<file path="config.mk">
export PLATFORM = sky130hd
export DESIGN_NAME = mux_n_stage_flat
export DESIGN_NICKNAME = d
export VERILOG_FILES = /design/src/rtl/mux_n_stage_pkg.sv /design/src/rtl/mux_n_stage_if.sv /design/src/rtl/mux_n_stage_skid.sv /design/src/rtl/mux_n_stage.sv /design/src/flat_wrapper.sv
export SDC_FILE = /design/constraint.sdc
export NUM_CORES = 1
export LEC_CHECK = 0
export BUFFER_PORTS_ARGS = -buffer_cell sky130_fd_sc_hd__buf_2
export CORE_MARGIN = 8
export CORE_UTILIZATION = 36
export CTS_CLUSTER_DIAMETER = 50
export DETAILED_ROUTE_END_ITERATION = 16
export GPL_ROUTABILITY_DRIVEN = 0
export MAX_ROUTING_LAYER = met4
export PLACE_DENSITY = 0.87
export SLEW_MARGIN = 20
export SYNTH_ARGS = -nofsm -noshare
export SYNTH_HDL_FRONTEND = slang
export SYNTH_SLANG_ARGS = --single-unit
</file>
<file path="constraint.sdc">
create_clock -name clk -period 1.55 [get_ports clk]
set_clock_uncertainty 0.1 [all_clocks]
set_input_delay 0.0775 -clock clk [delete_from_list [all_inputs] [get_ports clk]]
set_output_delay 0.0775 -clock clk [all_outputs]
set_load 0.05 [all_outputs]
</file>
<file path="src/rtl/mux_n_stage_pkg.sv">
// Shared types and helpers for the registered N:1 select stage (mux_n_stage).
package mux_stage_pkg;

    typedef enum logic [1:0] {
        ST_EMPTY = 2'd0,
        ST_FULL  = 2'd1,
        ST_SKID  = 2'd2
    } stage_st_e;

    localparam int MIN_N_IN = 2;

    // True when a select index addresses a real source; out-of-range selects fall back to DEFAULT_IDX.
    function automatic logic sel_ok(input int unsigned sel, input int unsigned n);
        return (sel < n);
    endfunction

endpackage

</file>
<file path="src/rtl/mux_n_stage_if.sv">
// Handshake/data bundle of mux_n_stage: upstream select/data/valid, downstream data/valid/ready, flush, sel_err.
interface mux_n_stage_if #(
    parameter int WIDTH = 32,
    parameter int N_IN  = 4
);
    localparam int SEL_W = $clog2(N_IN);

    logic [SEL_W-1:0]      sel;
    logic [N_IN*WIDTH-1:0] in_data;
    logic                  in_valid;
    logic                  in_ready;
    logic                  flush;
    logic [WIDTH-1:0]      out_data;
    logic                  out_valid;
    logic                  out_ready;
    logic                  sel_err;

    modport master (
        output sel, in_data, in_valid, flush, out_ready,
        input  in_ready, out_data, out_valid, sel_err
    );

    modport slave (
        input  sel, in_data, in_valid, flush, out_ready,
        output in_ready, out_data, out_valid, sel_err
    );
endinterface

</file>
<file path="src/rtl/mux_n_stage_skid.sv">
// Register/handshake core of mux_n_stage: main output register plus skid entry.
// Skid entry and the ST_SKID state exist only when MUX_STAGE_SKID_EN is defined.
module mux_stage_skid
    import mux_stage_pkg::*;
#(
    parameter int WIDTH = 32
) (
    input  logic             clk,
    input  logic             rst_n,
    input  logic             flush,
    input  logic [WIDTH-1:0] in_word,
    input  logic             in_valid,
    output logic             in_ready,
    output logic [WIDTH-1:0] out_data,
    output logic             out_valid,
    input  logic             out_ready
);

    stage_st_e        state_r;
    stage_st_e        state_nxt_s;
    logic [WIDTH-1:0] main_r;
    logic [WIDTH-1:0] skid_r;
    logic             load_main_s;
    logic             main_from_skid_s;
    logic             load_skid_s;
    logic             accept_s;
    logic             push_s;

    assign out_valid = (state_r != ST_EMPTY);
    assign out_data  = main_r;
`ifdef MUX_STAGE_SKID_EN
    // Ready comes straight from the state register, so it never waits on out_ready.
    assign in_ready  = (state_r != ST_SKID);
`else
    assign in_ready  = ~out_valid | out_ready;
`endif
    assign accept_s  = in_valid & in_ready;
    assign push_s    = out_valid & out_ready;

    // Next-state and register-load decode; flush wins over any accept.
    always_comb begin
        state_nxt_s      = state_r;
        load_main_s      = 1'b0;
        main_from_skid_s = 1'b0;
        load_skid_s      = 1'b0;
        if (flush) begin
            state_nxt_s = ST_EMPTY;
        end else begin
            case (state_r)
                ST_EMPTY: begin
                    if (accept_s) begin
                        state_nxt_s = ST_FULL;
                        load_main_s = 1'b1;
                    end else begin
                        state_nxt_s = ST_EMPTY;
                    end
                end
                ST_FULL: begin
                    if (accept_s && push_s) begin
                        state_nxt_s = ST_FULL;
                        load_main_s = 1'b1;
                    end else if (push_s) begin
                        state_nxt_s = ST_EMPTY;
                    end else if (accept_s) begin
`ifdef MUX_STAGE_SKID_EN
                        state_nxt_s = ST_SKID;
                        load_skid_s = 1'b1;
`else
                        state_nxt_s = ST_FULL;
                        load_main_s = 1'b1;
`endif
                    end else begin
                        state_nxt_s = ST_FULL;
                    end
                end
                ST_SKID: begin
`ifdef MUX_STAGE_SKID_EN
                    if (push_s) begin
                        state_nxt_s      = ST_FULL;
                        load_main_s      = 1'b1;
                        main_from_skid_s = 1'b1;
                    end else begin
                        state_nxt_s = ST_SKID;
                    end
`else
                    state_nxt_s = ST_EMPTY;
`endif
                end
                default: begin
                    state_nxt_s = ST_EMPTY;
                end
            endcase
        end
    end

    // State register.
    always_ff @(posedge clk or negedge rst_n) begin
        if (!rst_n) begin
            state_r <= ST_EMPTY;
        end else begin
            state_r <= state_nxt_s;
        end
    end

    // Main and skid data registers.
    always_ff @(posedge clk or negedge rst_n) begin
        if (!rst_n) begin
            main_r <= {WIDTH{1'b0}};
            skid_r <= {WIDTH{1'b0}};
        end else begin
            if (load_main_s) begin
                main_r <= main_from_skid_s ? skid_r : in_word;
            end
            if (load_skid_s) begin
                skid_r <= in_word;
            end
        end
    end

endmodule

</file>
<file path="src/rtl/mux_n_stage.sv">
// Registered N:1 select stage: source decode with DEFAULT_IDX fallback, sel_err pulse, and
// the handshake core. MUX_STAGE_SKID_EN enables the skid entry (registered in_ready).
module mux_n_stage
    import mux_stage_pkg::*;
#(
    parameter int WIDTH       = 32,
    parameter int N_IN        = 4,
    parameter int DEFAULT_IDX = 0
) (
    input  logic          clk,
    input  logic          rst_n,
    mux_n_stage_if.slave  bus
);

    logic [WIDTH-1:0] src_s [N_IN];
    logic [WIDTH-1:0] sel_word_s;
    logic             sel_in_range_s;
    logic             accept_s;
    logic             sel_err_r;

    for (genvar g = 0; g < N_IN; g++) begin : g_unpack
        assign src_s[g] = bus.in_data[g*WIDTH +: WIDTH];
    end

    // Source select; an out-of-range index reads the default source instead.
    always_comb begin
        sel_in_range_s = sel_ok(32'(bus.sel), 32'(N_IN));
        if (sel_in_range_s) begin
            sel_word_s = src_s[bus.sel];
        end else begin
            sel_word_s = src_s[DEFAULT_IDX];
        end
    end

    assign accept_s    = bus.in_valid & bus.in_ready;
    assign bus.sel_err = sel_err_r;

    // One-cycle error pulse for an accepted out-of-range select; flush suppresses it.
    always_ff @(posedge clk or negedge rst_n) begin
        if (!rst_n) begin
            sel_err_r <= 1'b0;
        end else if (bus.flush) begin
            sel_err_r <= 1'b0;
        end else begin
            sel_err_r <= accept_s & ~sel_in_range_s;
        end
    end

    mux_stage_skid #(
        .WIDTH (WIDTH)
    ) u_core (
        .clk       (clk),
        .rst_n     (rst_n),
        .flush     (bus.flush),
        .in_word   (sel_word_s),
        .in_valid  (bus.in_valid),
        .in_ready  (bus.in_ready),
        .out_data  (bus.out_data),
        .out_valid (bus.out_valid),
        .out_ready (bus.out_ready)
    );

endmodule

</file>
<file path="src/flat_wrapper.sv">
// flat-port wrapper written by rule: the top's interface ports become plain ports
module mux_n_stage_flat import mux_stage_pkg::*;
#(
    parameter int WIDTH       = 32,
    parameter int N_IN        = 4,
    parameter int DEFAULT_IDX = 0
)
  (clk, rst_n, bus_sel, bus_in_data, bus_in_valid, bus_flush, bus_out_ready, bus_in_ready, bus_out_data, bus_out_valid, bus_sel_err);
  mux_n_stage_if #(.WIDTH(WIDTH), .N_IN(N_IN)) bus_i ();
  input  logic clk;
  input  logic rst_n;
  input wire logic [$bits(bus_i.sel)-1:0] bus_sel;
  input wire logic [$bits(bus_i.in_data)-1:0] bus_in_data;
  input wire logic [$bits(bus_i.in_valid)-1:0] bus_in_valid;
  input wire logic [$bits(bus_i.flush)-1:0] bus_flush;
  input wire logic [$bits(bus_i.out_ready)-1:0] bus_out_ready;
  output wire logic [$bits(bus_i.in_ready)-1:0] bus_in_ready;
  output wire logic [$bits(bus_i.out_data)-1:0] bus_out_data;
  output wire logic [$bits(bus_i.out_valid)-1:0] bus_out_valid;
  output wire logic [$bits(bus_i.sel_err)-1:0] bus_sel_err;
  assign bus_i.sel = bus_sel;
  assign bus_i.in_data = bus_in_data;
  assign bus_i.in_valid = bus_in_valid;
  assign bus_i.flush = bus_flush;
  assign bus_i.out_ready = bus_out_ready;
  assign bus_in_ready = bus_i.in_ready;
  assign bus_out_data = bus_i.out_data;
  assign bus_out_valid = bus_i.out_valid;
  assign bus_sel_err = bus_i.sel_err;
  mux_n_stage #(.WIDTH(WIDTH), .N_IN(N_IN), .DEFAULT_IDX(DEFAULT_IDX)) u_core (.clk(clk), .rst_n(rst_n), .bus(bus_i));
endmodule
</file>
# [Word level (Yosys, flattened, before mapping)]
# Cells that the tools add are included.
[classes] n_reduce_logical=3 n_eq_ne=1 bitwise_logic=5 mux=13 order_cmp=1
[op_table] operator="32-bit binary-select mux with 2-bit select" n=1
[op_table] operator="32-bit 2-to-1 mux" n=2
[op_table] operator="1-bit 2-to-1 mux" n=7
[op_table] operator="2-bit one-hot mux with 2 select lines" n=1
[op_table] operator="3-bit >= comparator (second input constant)" n=1
[op_table] operator="2-bit NOT with 3-bit output" n=1
[op_table] operator="1-bit AND" n=2
[op_table] operator="2-bit by 1-bit equality test with 1-bit output (second input constant)" n=1
[op_table] operator="2-bit zero test" n=1
[op_table] operator="2-bit 2-to-1 mux" n=1
[op_table] operator="1-bit one-hot mux with 2 select lines" n=1
[op_table] operator="2-bit nonzero test" n=1
[op_table] operator="1-bit logical AND" n=1
[op_table] operator="1-bit NOT" n=1
[op_table] operator="1-bit bitwise OR" n=1
[totals] input_bits=135 register_bits=34

# [Longest topological paths before layout]
# Gate-level depths: netlist of the first run.
[logic_depth] ltp_word=9 ltp_mapped=4 ltp_nobuf=3

# [Modules after synthesis]
# From an unflattened synthesis of the first run, not the netlist that was laid out.
[unflattened] cells_unflattened=114 area_unflattened_um2=2089.5
[modules_own_cells] mod="mux_stage_skid" area_each_um2=1263.7 seq_area_each_um2=825.8 cells_each=73 n_inst=1
[modules_own_cells] mod="mux_n_stage" area_each_um2=825.8 seq_area_each_um2=0.0 cells_each=41 n_inst=1

# [Least setup slack after synthesis of the first run]
# Ideal clock, no wire load.
[synth_path] path_kind="reg2reg" from="reg u_core.u_core.state_r[0]" to="reg u_core.u_core.main_r[0], in the netlist u_core.u_core.out_data[0]" arrival_ns=1.651 stages_incl_launch_ff=5 n_path_buf=1 slack_ns=-0.327 setup_time_ns=0.125 t_required_ns=1.325 path_cell_list="dfrtp_1 -> nor2b_1 -> nor3b_2 -> buf_6 -> mux2_4"
[synth_via] elab_chain_cells=9 elab_cells_between_ends=13
[synth_rtl] element="start, declared" line_no="mux_n_stage_skid.sv:19" text="stage_st_e state_r;"
[synth_rtl] element="start signal, assigned" line_no="mux_n_stage_skid.sv:101" text="state_r <= state_nxt_s;"
[synth_rtl] element="2-bit nonzero test" line_no="mux_n_stage_skid.sv:29" text="assign out_valid = (state_r != ST_EMPTY);"
[synth_rtl] element="1-bit NOT" line_no="mux_n_stage_skid.sv:35" text="assign in_ready = ~out_valid | out_ready;"
[synth_rtl] element="1-bit bitwise OR" line_no="mux_n_stage_skid.sv:35"
[synth_rtl] element="1-bit AND"
[synth_rtl] element="1-bit 2-to-1 mux" line_no="mux_n_stage_skid.sv:51, mux_n_stage_skid.sv:64"
[synth_rtl] element="1-bit 2-to-1 mux" line_no="mux_n_stage_skid.sv:62" text="end else if (push_s) begin"
[synth_rtl] element="1-bit 2-to-1 mux" line_no="mux_n_stage_skid.sv:59" text="if (accept_s && push_s) begin"
[synth_rtl] element="1-bit one-hot mux with 2 select lines *" line_no="mux_n_stage_skid.sv:49" text="case (state_r)"
[synth_rtl] element="1-bit 2-to-1 mux *" line_no="mux_n_stage_skid.sv:46" text="if (flush) begin"
[synth_rtl] element="end signal, assigned" line_no="mux_n_stage_skid.sv:108" text="main_r <= {WIDTH{1'b0}};"
[synth_rtl] element="end signal, assigned" line_no="mux_n_stage_skid.sv:112" text="main_r <= main_from_skid_s ? skid_r : in_word;"
[synth_rtl] element="end, declared" line_no="mux_n_stage_skid.sv:21" text="logic [WIDTH-1:0] main_r;"
# Every way passes the cells marked *; elsewhere a longest branch is shown, timed or not.
# A chain may end at the register's enable or synchronous reset.

# [Worst setup path after layout of the first run]
# Same ends and word-level chain as after synthesis.

==> impl_metrics.tcl, run 1 <==
set metrics [dict create \
    slew_viol_final 0 \
    syn_area_mm2 0.002158 \
    die_height_um 93.43 \
    portBuffers 168 \
    synth_top_area_cell "dfrtp_1" \
    setup_viol 24 \
    power.share.switching_pct 38.57 \
    fin_area_mm2 0.003279 \
    p_per_area_mw_per_mm2 1108 \
    critPathKind "reg2reg" \
    leakage_nw 1.644 \
    num_rows 28 \
    dp_cells 353 \
    violations "negative setup slack" \
    antenna_found_initial 0 \
    final_hold_viol_count 0 \
    crit_path_start_kind "flop" \
    drv_cap 0 \
    synthCells 114 \
    instances_no_fill 364 \
    setup_slack_ps -36.72 \
    vias_per_cell 4.904 \
    cp_data_required_time_ps 1610 \
    yosys_warnings 0 \
    clock-sinks 33 \
    layout_commonest_cell "buf_2" \
    overflow 0 \
    cts_tree "done" \
    drc 0 \
    combPwrFrac_pct 45.4 \
    num_vias 1785 \
    clock.fmax_mhz 630.2 \
    final_cell_mix "buf_2 (168), mux2_4 (32), dfrtp_1 (32)" \
    cts_inserted_buffers 5 \
    power_switching_mw 1.402 \
    syn-num-nets 249 \
    clk_pin_slew_worst_paths_ps 70 \
    detail_route.wl_per_cell_um 18.87 \
    dp_hpwl_mm 5.810 \
    final_net_count 423 \
    grt_usage_pct 16.17 \
    clkLatencyLatePin_ps 280 \
    die_w_um 93.43 \
    grt_setup_unrepaired "yes" \
    place_area_mm2 0.003126 \
    clock_path_buffers 2 \
    drt_first_pass_iters 4 \
    postCtsSetupRepairBufs 0 \
    initial_utilization_pct 36.89 \
    synth_top_area_share_pct 38.26 \
    finalCriticalPeriod_ps 1587 \
    grt_max_degree 33 \
    status "finished with violations" \
    intPower_mw 2.232 \
    syn_area_per_cell_um2 18.93 \
    die_area_mm2 0.008729 \
    yosysUniqueCellTypes 13 \
    grt_pass1_wl_mm 10.72 \
    cts-htree-levels 2 \
    clkPwrFrac_pct 22.8 \
    synth-seq-cells 33 \
    postRouteAntennaNets 0 \
    crit_fanout 18 \
    endpoint_kind "flop" \
    worstPathArrival_ps 1650 \
    syn_to_final_growth_pct 51.94 \
    hold_class "in2reg" \
    synthTopCellsByArea "dfrtp_1 (38%), mux4_2 (31%), mux2_4 (21%)" \
    drt_iter0_markers 43 \
    synth-seq-area-share_pct 38.26 \
    cts_root_buf "clkbuf_8" \
    min_period_over_period_pct 102.4 \
    grt_pass1_vias 2211 \
    drive_above_1_share_pct 85.47 \
    power_frac_seq_pct 31.8 \
    ir_worst_vdd_mv 0.5000 \
    coreArea_mm2 0.005851 \
    diodes 0 \
    io_pins 170 \
    routed_wl_mm 6.870 \
]
[metal layers]
| metal | vias up | global-route usage (%) | part of all wire, % | routed length [um] |
|---|---|---|---|---|
| li1 | 811 | - | - | - |
| met1 | 870 | 18.10 | 39 | 2683 |
| met2 | 100 | 27.97 | 53 | 3675 |
| met3 | 4 | 3.846 | 6.7 | 457 |
| met4 | 0 | 4.564 | 0.79 | 54 |
| met5 | - | - | 0 | 0 |
[cell usage after synthesis]
| cell type | n |
|---|---|
| buf_4 | 1 |
| buf_6 | 7 |
| clkbuf_1 | 3 |
| conb_1 | 1 |
| dfrtp_1 | 33 |
| inv_1 | 1 |
| mux2_2 | 2 |
| mux2_4 | 30 |
| mux4_1 | 2 |
| mux4_2 | 30 |
| nor2_1 | 2 |
| nor2b_1 | 1 |
| nor3b_2 | 1 |
[worst max-delay path, cell delays in order, from the launching register on]
cell     delay (ps)
dfrtp_2         400
nor2b_4         130
nor3b_4         290
buf_12          230
mux2_4          320
[per-stage QoR]
step	setup TNS, ps	power (mW)	setup WS, ps	util (%)	hold WS [ps]
global route	-1693	3.812	-72.13	56.05	131.4
global placement	-56.23	2.780	-8.077	53.42	-56.99
floorplan	-4718	2.327	-156.8	-	-318.1
finish	-473.6	3.634	-36.72	56.05	133.8
detailed placement	-714.9	2.824	-42.71	53.42	-37.68
CTS	-431.1	3.691	-31.65	56.05	126.5
[power by group through the flow]
stage	logic [mW]	clock network [mW]	registers, mW
global route	1.73	0.899	1.18
detailed placement	1.66	0	1.17
finish	1.65	0.828	1.15
global placement	1.62	0	1.16
CTS	1.67	0.863	1.16
floorplan	0.509	0	1.82
[final timing paths]
path                                                             start                                      to  slack (ps)  cells after the start
worst max-delay path                u_core.u_core.state_r[0]$_DFF_PN0_   u_core.u_core.out_data[0]$_DFFE_PN0P_         -40                      4
worst min-delay path                                     bus_out_ready      u_core.u_core.state_r[0]$_DFF_PN0_         130                      5
worst max register to register      u_core.u_core.state_r[0]$_DFF_PN0_   u_core.u_core.out_data[0]$_DFFE_PN0P_         -40                      4
worst min register to register  u_core.u_core.out_data[16]$_DFFE_PN0P_  u_core.u_core.out_data[16]$_DFFE_PN0P_         400                      1
max in group asynchronous                                        rst_n  u_core.u_core.out_data[16]$_DFFE_PN0P_         610                      3
min in group asynchronous                                        rst_n      u_core.u_core.state_r[0]$_DFF_PN0_         190                      2
[cell families after synthesis]
family                 after synthesis  synth area share (%)
buffers and inverters               12                 4.696
AND/OR/NAND/NOR                      4                 1.218
multiplexers                        64                 55.65
other                                1                0.1737
flip-flops                          33                 38.26
[registers in the layout, indices dropped and copies added (netlist names)]
signal and count:
u_core.u_core.state_r 1, u_core.u_core.out_data 32
[repair_timing]
item,4_1_cts,5_1_grt
hold buffers,3,0
endpoints found under the hold margin,20,0
resized for setup,2,0
pin swaps,1,0
endpoints found under the setup margin,32,32
[final cells by class]
class | count | area [um2]
well taps | 75 | 93.84
repair buffers | 178 | 985.9
multi-input cells | 69 | 1252
clock buffers | 7 | 86.33
clock inverters | 1 | 30.03
fillers | 492 | 2571
flip-flops and latches | 33 | 827.0
inverters | 1 | 3.754
No activity file was read; power rests on OpenSTA's default activity.
==> run 2, diff against run 1 <==
--- a/constraint.sdc
+++ b/constraint.sdc
@@ -4,2 +4,2 @@
 set_output_delay 0.0775 -clock clk [all_outputs]
-set_load 0.05 [all_outputs]
+set_load 0.005 [all_outputs]
==> run 2 against run 1 <==
- the run still ends with negative setup slack left
- clock power down 28%
- critical path depth up 1
- setup slack better by 7.6 ps
- first-iteration DRC count down 2.3%
- sequential power about the same
- non-clock buffer count up 5
- final cell count up 1.4%
- worst hold slack worse by 1.1 ps
- final area up 1.4%
- total power down 24%
==> impl_metrics.tcl, run 2 (synthesis gave the netlist of run 1 again) <==
set metrics [dict create \
    status "finished with violations" \
    violations "negative setup slack" \
    holdPathEnd "u_core.u_core.state_r[0]$_DFF_PN0_" \
    hold_slack_ps 132.7 \
    crit_fanout 8 \
    final.fill_count 495 \
    routed_wl_mm 7.406 \
    detail_route.wl_per_cell_um 20.07 \
    intPower_mw 2.036 \
    diodes 0 \
    grt-busiest-layer "met2" \
    overflow 0 \
    clk_pin_slew_worst_paths_ps 70 \
    num_rows 28 \
    grt_usage_pct 17.43 \
    final_net_count 428 \
    clock_path_buffers 2 \
    drt_first_pass_iters 4 \
    grt_max_degree 34 \
    crit_family "flip-flops" \
    cts_inserted_buffers 5 \
    slowest_stage "dfrtp_1" \
    setup_slack_ps -29.14 \
    drive_above_1_share_pct 85.37 \
    final_cell_mix "buf_2 (168), dfrtp_1 (33), mux2_4 (32)" \
    grt_pass1_vias 2236 \
    critPathKind "reg2reg" \
    leakage_nw 1.672 \
    drv_cap 0 \
    power_switching_mw 0.7329 \
    hold_class "in2reg" \
    slew_viol_final 0 \
    die_w_um 93.43 \
    cts_root_buf "clkbuf_8" \
    num_vias 1876 \
    final_util_pct 56.84 \
    largest_reg_flops 32 \
    die_height_um 93.43 \
    worstPathArrival_ps 1630 \
    clock-sinks 33 \
    worstHoldPathCells 5 \
    postRouteAntennaNets 0 \
    setup_viol 24 \
    power_mw 2.769 \
    power_frac_seq_pct 41.8 \
    clock.fmax_mhz 633.3 \
    drt_iter0_markers 42 \
    cts_tree "done" \
    worstHoldStart "bus_out_ready" \
    grt_use_met2_pct 30.49 \
    grt_setup_unrepaired "yes" \
    die_area_mm2 0.008729 \
    layout_commonest_cell "buf_2" \
    reg2reg_to "u_core.u_core.out_data[8]$_DFFE_PN0P_" \
    dp_cells 353 \
    drc 0 \
    tightest_slew_ps 694.1 \
    finalCriticalPeriod_ps 1579 \
    clkLatencyLatePin_ps 280 \
    r2r_cells 5 \
    grt_use_met1_pct 18.41 \
    r2r-start "u_core.u_core.state_r[0]$_DFF_PN0_" \
    min_period_over_period_pct 101.9 \
    slew_headroom_pct 53.73 \
    vias_per_cell 5.084 \
    reg2reg_slack_ps -30 \
    grt_pass1_wl_mm 11.49 \
    antenna_found_initial 0 \
    portBuffers 168 \
    cp_data_required_time_ps 1600 \
    clkPwrFrac_pct 21.4 \
    power.share.switching_pct 26.47 \
    instances_no_fill 369 \
    crit_buf_inv 2 \
    pre_cts_ws_ps -56.61 \
    io_pins 170 \
    final_hold_viol_count 0 \
    syn_to_final_growth_pct 54.09 \
    crit_chain "nor2b_4 > nor3b_4 > buf_6 > buf_12 > mux2_4" \
    endpoint_kind "flop" \
    ir_worst_vdd_mv 0.4363 \
    cp_slowest_stage_delay_ps 400 \
    cts-htree-levels 2 \
    coreArea_mm2 0.005851 \
    met3_usage_pct 5.689 \
    p_per_area_mw_per_mm2 832.6 \
    crit_path_start_kind "flop" \
    combPwrFrac_pct 36.8 \
    initial_utilization_pct 36.89 \
]
[run 2: power groups by stage]
stage / clock network [mW] / logic (mW) / registers, mW
after floorplan: 0 / 0.499 / 1.17
after global placement: 0 / 0.955 / 1.16
after detailed placement: 0 / 0.991 / 1.17
after CTS: 0.617 / 1.04 / 1.16
after global routing: 0.672 / 1.10 / 1.18
final: 0.593 / 1.02 / 1.16
[run 2: timing repair]
action / in CTS / in global routing
gates resized for setup: 5 / 0
endpoints found under the hold margin: 34 / 0
hold buffers: 3 / 0
setup endpoints to repair: 32 / 32
pin swaps: 1 / 0
cloned: 2 / 0
setup buffers: 2 / 1
[run 2: cell type report]
cell class | instances | area, um2 | share of cell area [%]
Multi-Input combinational cell | 69 | 1252 | 37.66
Timing Repair Buffer | 183 | 1067 | 32.09
Sequential cell | 33 | 825.8 | 24.83
Tap cell | 75 | 93.84 | 2.822
Clock buffer | 6 | 72.57 | 2.182
Clock inverter | 2 | 10.01 | 0.3010
Inverter | 1 | 3.754 | 0.1129
[run 2: metal layers]
layer | up-vias | share of wire [%]
li1 | 823 | -
met1 | 926 | 37
met2 | 116 | 52
met3 | 11 | 10
met4 | 0 | 1.3
met5 | - | 0
[run 2: how the worst max path moves through the flow]
stage / from / to / slack, ps / cells after the start
finish: u_core.u_core.state_r[0]$_DFF_PN0_ / u_core.u_core.out_data[8]$_DFFE_PN0P_ / -30 / 5
global route: u_core.u_core.state_r[0]$_DFF_PN0_ / u_core.u_core.out_data[26]$_DFFE_PN0P_ / -80 / 5
CTS: u_core.u_core.state_r[0]$_DFF_PN0_ / u_core.u_core.out_data[8]$_DFFE_PN0P_ / -20 / 5
detailed placement: u_core.u_core.state_r[0]$_DFF_PN0_ / u_core.u_core.out_data[14]$_DFFE_PN0P_ / -60 / 4
global placement: u_core.u_core.state_r[0]$_DFF_PN0_ / u_core.u_core.out_data[15]$_DFFE_PN0P_ / 0.1 / 4
floorplan: u_core.u_core.state_r[0]$_DFF_PN0_ / u_core.u_core.out_data[0]$_DFFE_PN0P_ / 8 / 4
[run 2: tightest hold or removal path, stage by stage]
cell and delay (ps):
buf_2 100, nor2b_4 40, buf_4 120, nor2_1 80, nor2_1 50
[run 2: per-stage QoR]
stage,setup TNS (ps),area [um2]
finish,-454.3,3326
global route,-2039,3326
CTS,-208.4,3318
detailed placement,-664.0,3124
global placement,0,3124
floorplan,0,2172
